`src/rtl/ram_arbiter_pkg.sv`:
```
// Shared encodings for the RAM arbiter: FSM states, owner bit, zero word.
package ram_arbiter_pkg;

  typedef enum logic [1:0] {
    ST_IDLE   = 2'd0,
    ST_IF_ACC = 2'd1,
    ST_DM_ACC = 2'd2
  } state_t;

  localparam logic OWNER_IF = 1'b0;
  localparam logic OWNER_DM = 1'b1;

  localparam logic [31:0] ZERO_WORD = 32'h0000_0000;

endpackage

```
`src/rtl/ram_arb_pick.sv`:
```
// Grant decision between fetch and data requests; RAM_ARB_RR_EN selects
// round-robin on contention, otherwise DM has fixed priority. Pure combinational.
module ram_arb_pick
  import ram_arbiter_pkg::*;
(
  input  logic if_req,
  input  logic dm_req,
  input  logic last_grant,
  output logic grant_dm,
  output logic grant_valid
);

  assign grant_valid = if_req | dm_req;

`ifdef RAM_ARB_RR_EN
  // On contention hand the RAM to whichever port did not win last time.
  assign grant_dm = dm_req & (~if_req | (last_grant == OWNER_IF));
`else
  logic unused_last_grant;
  assign unused_last_grant = last_grant;
  assign grant_dm = dm_req;
`endif

endmodule

```
`src/rtl/ram_arbiter.sv`:
```
// Shares one RAM port between fetch and data; ack 2+ cycles after request, waits on ram_ready
// up to TIMEOUT cycles then aborts with bus_err. Arbitration mode set by RAM_ARB_RR_EN.
module ram_arbiter
  import ram_arbiter_pkg::*;
#(
  parameter int TIMEOUT = 255
) (
  input  logic        clk,
  input  logic        rst,
  input  logic        if_req,
  input  logic [31:0] if_addr,
  output logic [31:0] if_rdata,
  output logic        if_ack,
  input  logic        dm_req,
  input  logic [31:0] dm_addr,
  input  logic [3:0]  dm_we,
  input  logic [31:0] dm_wdata,
  output logic [31:0] dm_rdata,
  output logic        dm_ack,
  output logic        ram_ce,
  output logic [31:0] ram_addr,
  output logic [3:0]  ram_we,
  output logic [31:0] ram_wdata,
  input  logic [31:0] ram_rdata,
  input  logic        ram_ready,
  output logic        stall_if,
  output logic        stall_mem,
  output logic        bus_err
);

  localparam int CW = (TIMEOUT > 1) ? $clog2(TIMEOUT) : 1;

  state_t        state_q, state_d;
  logic          last_grant;
  logic [CW-1:0] wait_cnt;
  logic          grant_dm, grant_valid;
  logic          take, in_acc, owner_dm, finish_ok, finish_abort, acc_done;

  // A port is deaf during its own ack cycle so a lingering req cannot re-trigger.
  ram_arb_pick u_pick (
    .if_req      (if_req & ~if_ack),
    .dm_req      (dm_req & ~dm_ack),
    .last_grant  (last_grant),
    .grant_dm    (grant_dm),
    .grant_valid (grant_valid)
  );

  always_ff @(posedge clk) begin
    if (rst) state_q <= ST_IDLE;
    else     state_q <= state_d;
  end

  always_comb begin
    state_d = state_q;
    case (state_q)
      ST_IDLE:   if (grant_valid) state_d = grant_dm ? ST_DM_ACC : ST_IF_ACC;
      ST_IF_ACC,
      ST_DM_ACC: if (acc_done) state_d = ST_IDLE;
      default:   state_d = ST_IDLE;
    endcase
  end

  always_comb begin
    in_acc       = (state_q != ST_IDLE);
    owner_dm     = (state_q == ST_DM_ACC);
    take         = (state_q == ST_IDLE) & grant_valid;
    finish_ok    = in_acc & ram_ready;
    // A late ready on the final allowed cycle still wins over the abort.
    finish_abort = in_acc & ~ram_ready & (wait_cnt == CW'(TIMEOUT - 1));
    acc_done     = finish_ok | finish_abort;
    stall_if     = if_req & ~if_ack;
    stall_mem    = dm_req & ~dm_ack;
  end

  always_ff @(posedge clk) begin
    if (rst) begin
      ram_ce     <= 1'b0;
      ram_addr   <= ZERO_WORD;
      ram_we     <= 4'b0000;
      ram_wdata  <= ZERO_WORD;
      if_rdata   <= ZERO_WORD;
      dm_rdata   <= ZERO_WORD;
      if_ack     <= 1'b0;
      dm_ack     <= 1'b0;
      bus_err    <= 1'b0;
      wait_cnt   <= '0;
      last_grant <= OWNER_IF;
    end else begin
      if_ack  <= 1'b0;
      dm_ack  <= 1'b0;
      bus_err <= 1'b0;
      if (take) begin
        ram_ce     <= 1'b1;
        ram_addr   <= grant_dm ? dm_addr  : if_addr;
        ram_we     <= grant_dm ? dm_we    : 4'b0000;
        ram_wdata  <= grant_dm ? dm_wdata : ZERO_WORD;
        wait_cnt   <= '0;
        last_grant <= grant_dm;
      end else if (acc_done) begin
        ram_ce  <= 1'b0;
        bus_err <= finish_abort;
        if (owner_dm) begin
          dm_ack   <= 1'b1;
          dm_rdata <= finish_ok ? ram_rdata : ZERO_WORD;
        end else begin
          if_ack   <= 1'b1;
          if_rdata <= finish_ok ? ram_rdata : ZERO_WORD;
        end
      end else if (in_acc) begin
        wait_cnt <= wait_cnt + CW'(1);
      end
    end
  end

endmodule

```
`config.mk`:
```
export PLATFORM = sky130hd
export DESIGN_NAME = ram_arbiter
export DESIGN_NICKNAME = d
export VERILOG_FILES = /design/src/rtl/ram_arbiter_pkg.sv /design/src/rtl/ram_arb_pick.sv /design/src/rtl/ram_arbiter.sv
export SDC_FILE = /design/constraint.sdc
export NUM_CORES = 1
export LEC_CHECK = 0
export CAP_MARGIN = 40
export CORE_MARGIN = 8
export CORE_UTILIZATION = 37
export DETAILED_ROUTE_END_ITERATION = 7
export PLACE_DENSITY = 0.79
export SLEW_MARGIN = 20
export SYNTH_ARGS = -nofsm -noshare
export SYNTH_HDL_FRONTEND = slang
export SYNTH_SLANG_ARGS = --single-unit
export TNS_END_PERCENT = 5
```
`constraint.sdc`:
```
create_clock -name clk -period 1.63 [get_ports clk]
set_input_delay 0.4075 -clock clk [delete_from_list [all_inputs] [get_ports clk]]
set_output_delay 0.4075 -clock clk [all_outputs]
set_load 0.01 [all_outputs]
```
Word-level counts from Yosys, hierarchy flattened

Cells that the tools add are included.

Bits in registers: 146
Output and inout bits: 138

Add/subtract/negate cells: 1
Equality and inequality tests: 5
Muxes and demuxes: 12
Bitwise logic cells: 14
Reduce and logical (&&, ||, !) cells: 10

Operators by type and width:

| cell                                           | count |
|---|---|
| 2-to-1 mux 32 bit                              | 3 |
| adder 8 x 1 -> 8 bit (second input constant)   | 1 |
| == test 8 bit (second input constant)          | 1 |
| bitwise AND 1 bit                              | 6 |
| 2-to-1 mux 2 bit                               | 3 |
| NOT 1 bit                                      | 6 |
| AND reduction 3 bit                            | 2 |
| 2-to-1 mux 1 bit                               | 4 |
| 2-to-1 mux 4 bit                               | 1 |
| != test 2 bit (second input constant)          | 2 |
| one-hot mux 2 bit (2 select lines)             | 1 |
| AND reduction 2 bit                            | 2 |
| nonzero test 2 bit                             | 2 |
| OR reduction 2 bit                             | 2 |
| OR reduction 3 bit                             | 1 |
| == test 2 x 1 -> 1 bit (second input constant) | 1 |
| == test 2 bit (second input constant)          | 1 |
| zero test 2 bit                                | 1 |
| bitwise OR 1 bit                               | 2 |

Depth between registers and ports, before layout

Depth after elaboration: 6
Gate-level depth with buffers: 8
Gate-level depth less buffers: 6

By module

From an unflattened synthesis, not the netlist that was laid out.

Cell total of the unflattened synthesis: 591
Area total of the unflattened synthesis: 5741.8 um2

Modules (own cells, without submodules):

| module       | instances | cells each | area each (um2) |
|---|---|---|---|
| ram_arbiter  | 1         | 589        | 5728.0 |
| ram_arb_pick | 1         | 2          | 13.8 |

Worst setup path before layout

OpenSTA, ideal clock, no wires.

Path kind: register to register
From: reg state_q[1]
To: reg wait_cnt[5]
Setup time: 0.070 ns
Data arrival time: 1.574 ns
Required time: 1.560 ns
Path slack: -0.014 ns
Cell stages (with the launch flop): 8
Clock period less this slack: 1.644 ns
Cell sequence: dfxtp_1 > inv_1 > ha_1 > buf_6 > nor2_1 > o21ai_2 > or4_1 > a21oi_1

Cells in the longest elaborated chain, start to end: 6
Elaborated cells on any way between the ends: 10
Those cells by class: 6 x bitwise; 4 x reduce/logical

RTL lines:

| what                                 | line               | source |
|---|---|---|
| from (decl)                          | ram_arbiter.sv:33  | `state_t state_q, state_d;` |
| from (signal assigned)               | ram_arbiter.sv:50  | `else state_q <= state_d;` |
| nonzero test 2 bit                   | ram_arbiter.sv:64  | `in_acc = (state_q != ST_IDLE);` |
| bitwise AND 1 bit (2 in series)      | ram_arbiter.sv:69  | `finish_abort = in_acc & ~ram_ready & (wait_cnt == CW'(TIMEOUT - 1));` |
| bitwise OR 1 bit                     | ram_arbiter.sv:70  | `acc_done = finish_ok \| finish_abort;` |
| NOT 1 bit (no source line)           | -                  |  |
| AND reduction 2 bit (no source line) | -                  |  |
| to (signal assigned)                 | ram_arbiter.sv:110 | `wait_cnt <= wait_cnt + CW'(1);` |
| to (decl)                            | ram_arbiter.sv:35  | `logic [CW-1:0] wait_cnt;` |

Several ways; a longest one is shown, not always the timed one.
A chain may end at the register's enable or synchronous reset.

Worst setup path in the final report

From: reg state_q[0]
To: reg wait_cnt[5]

Same word-level chain as after synthesis.

==> metrics <==
outcome=complete, no violations; switch share=between 30% and 40%; DRT Pass-1 Iters=8; Crit Path Category=reg2reg; crit-path max FO=5; vias in the first global route=5626; Die Height=141 um; Core ar.=15300 um2; Clock Skews=0.0113 ns; non-filler cells, final=1130; Clock Power Share=27.8%; Clock Tree Buf Depth=2; routed wirelength normalized by instance count=18.6 um; Diodes inserted=0; mean area per synthesized cell=9.15 um2; io pins=275; fin. max-slew vios=0; DP Wirelength=14.2 mm; via count=5808; setup violators final=0; DRT antenna net count=0; CTS tree=built; max-cap viol count=0; Sink Count=146; setup repair after global routing missed its margin=yes; Mapped Cells=633; Synth Flop Type=dfxtp_1; leading area contributor after synthesis=dfxtp_1; wirelength, routed=~21 mm; die area=19900 um2; final global-route overflow total=0; Die W=141 um; drc violations=0; Reg power frac=33.2%; crit share post-route=between 90% and 100%; CP startpoint kind=flop; Crit. End Element=flop; Power per Cell Area=1480 nW/um2; setup ws final=0.0408 ns; Worst Tran Pin Value=0.491 ns; Final nets=1048; Final Hold Viols=0; largest net degree at the start of global routing=70; worst-skew pair later-pin latency=between 0.4 and 0.5 ns; CTS root buf=clkbuf_16; Post-synth top cells=146 x dfxtp_1, 69 x nand3_1, 68 x a21oi_1, 68 x nand2_1, 62 x o21ai_0; TritonCTS Buffers=17; TNS Setup=0 ns; synth unique cells=44; Sw Pwr=4.87 mW; first-pass GRT wire length=between 30 and 40 mm; vias per inst=~5.1; synthesis warning total=0; initial core utilization=a little under two fifths; Internal=9.11 mW; starting DRC count in detailed routing=315; mapped cell area=5790 um2; Row Count=45; top-count cell post-synth=dfxtp_1; Yosys top cell area share=50.5%; # port buffers=274; Gate power share=39.0%; Total GRT Usage=20.0%; Layout fillers=1355; critical path arrival=1.95 ns; Final Power=14.0 mW; Synthesized Nets=~780; Leakage=4.03 nW; Clock transition at path regs=~0.060 ns; Worst EP required=1.99 ns; f_max=about 630 MHz; H-tree Lvls=4; Area growth syn-to-layout=63.6%; #FFs+latches synth=146; relative max-transition margin=67.3%; global placement routability congestion=0.835; initial antenna violation count=0; Placed Cells=1090; hold slack=0.292 ns; largest cells by area after synthesis=dfxtp_1 50%, nand3_1 6.0%, a21oi_1 5.9%; Peak VDD IR=about 0.0011 V; min Tclk post-route=1.59 ns; Seq/Total Area, Yosys=between 50 and 60%; EDFF count, synth=0; asr flop ratio synth=0%; Hold Path Class=in2reg; share of layout cells above drive strength 1=14.0%; pre-CTS setup slack=-0.630 ns
==> cells by family after synthesis <==
group                    after synthesis  synth area share (%)
AO/OA/AOI/OAI                        212                  26.2
XOR/XNOR                               3                 0.454
flip-flops                           146                  50.5
AND/OR/NAND/NOR                      200                  15.9
buffers and inverters                 66                  5.77
multiplexers                           1                 0.173
adder cells (fa/ha/maj)                5                  1.08
==> worst max-delay path: stages, from the launching register on <==
cell     delay, ns
dfxtp_1       0.31
inv_1         0.07
ha_4          0.19
buf_4         0.16
nor2_4        0.12
o21ai_4       0.09
or4_4         0.48
a21oi_2       0.12
==> cells in the final DEF, fill, tap and decap left out, types with 3 or more instances in the layout <==
cell | netlist | final
o21ai_0 | 62 | 32
nand2b_1 | 4 | 3
inv_1 | 4 | 4
nor2_1 | 41 | 39
inv_6 | 0 | 4
ha_1 | 5 | 3
dlygate4sd2_1 | 0 | 136
clkinv_4 | 0 | 3
nor2_4 | 1 | 4
nor3_1 | 4 | 4
a311oi_2 | 22 | 22
nand3_1 | 69 | 67
clkinv_2 | 0 | 3
clkdlybuf4s50_1 | 0 | 132
a22o_1 | 36 | 36
a21oi_1 | 68 | 67
a311oi_1 | 10 | 10
o21ai_1 | 6 | 32
buf_6 | 7 | 6
buf_12 | 0 | 10
dfxtp_1 | 146 | 144
clkbuf_16 | 0 | 19
o21ai_2 | 1 | 4
nand2_1 | 68 | 68
buf_4 | 3 | 26
==> cell type report <==
cell class,instances,area [um2],area share [%]
clock buffer,18,429,4.53
clock inverter,14,155,1.64
inverter,5,21.3,0.225
multi-input combinational,422,2630,27.8
sequential,146,2930,30.9
tap,211,264,2.79
timing repair buffer,314,3040,32.1
==> layer usage <==
metal  track usage, %  vias to the layer above  share of wire [%]
li1                 -                     2813                  -
met1             22.6                     2735                 39
met2             33.9                      225                 50
met3             6.85                       35                7.7
met4             8.37                        0                2.8
met5                0                        -                  0
==> metrics by stage <==
stage / area, um2 / util [%]
floorplan: 5790 / -
global placement: 8860 / 58.1
detailed placement: 8860 / 58.1
CTS: 9340 / 61.2
global route: 9470 / 62.1
finish: 9470 / 62.1
==> final timing paths <==
check                             startpoint      endpoint  slack [ns]  cells after the start
worst max-delay path              state_q[0]   wait_cnt[5]        0.04                      7
worst min-delay path                     rst        ram_ce        0.29                      2
worst max register to register    state_q[0]   wait_cnt[5]        0.04                      7
worst min register to register  if_rdata[29]  if_rdata[29]        0.47                      2
==> power groups by stage <==
stage	Clock, mW	Sequential (mW)	Combinational [mW]
floorplan	0	5.05	2.46
global placement	0	4.70	5.51
detailed placement	0	4.73	5.57
CTS	3.97	4.63	5.24
global route	4.14	4.72	5.89
finish	3.88	4.64	5.46
==> repair_timing <==
item | in CTS | in global routing
hold endpoints to repair | 0 | 0
endpoints found under the setup margin | 184 | 88
pin swaps | 1 | 4
cloned | 1 | 3
setup buffers | 2 | 2
hold buffers | 0 | 0
resized for setup | 156 | 48
==> sequential cells by signal (all words and copies together), names as in the netlist <==
register and count:
ram_addr 32, dm_rdata 32, ram_ce 1, if_rdata 32, dm_ack 1, bus_err 1
ram_wdata 32, if_ack 1, ram_we 4, wait_cnt 8, state_q 2
Power figures use the tool's default switching activity.
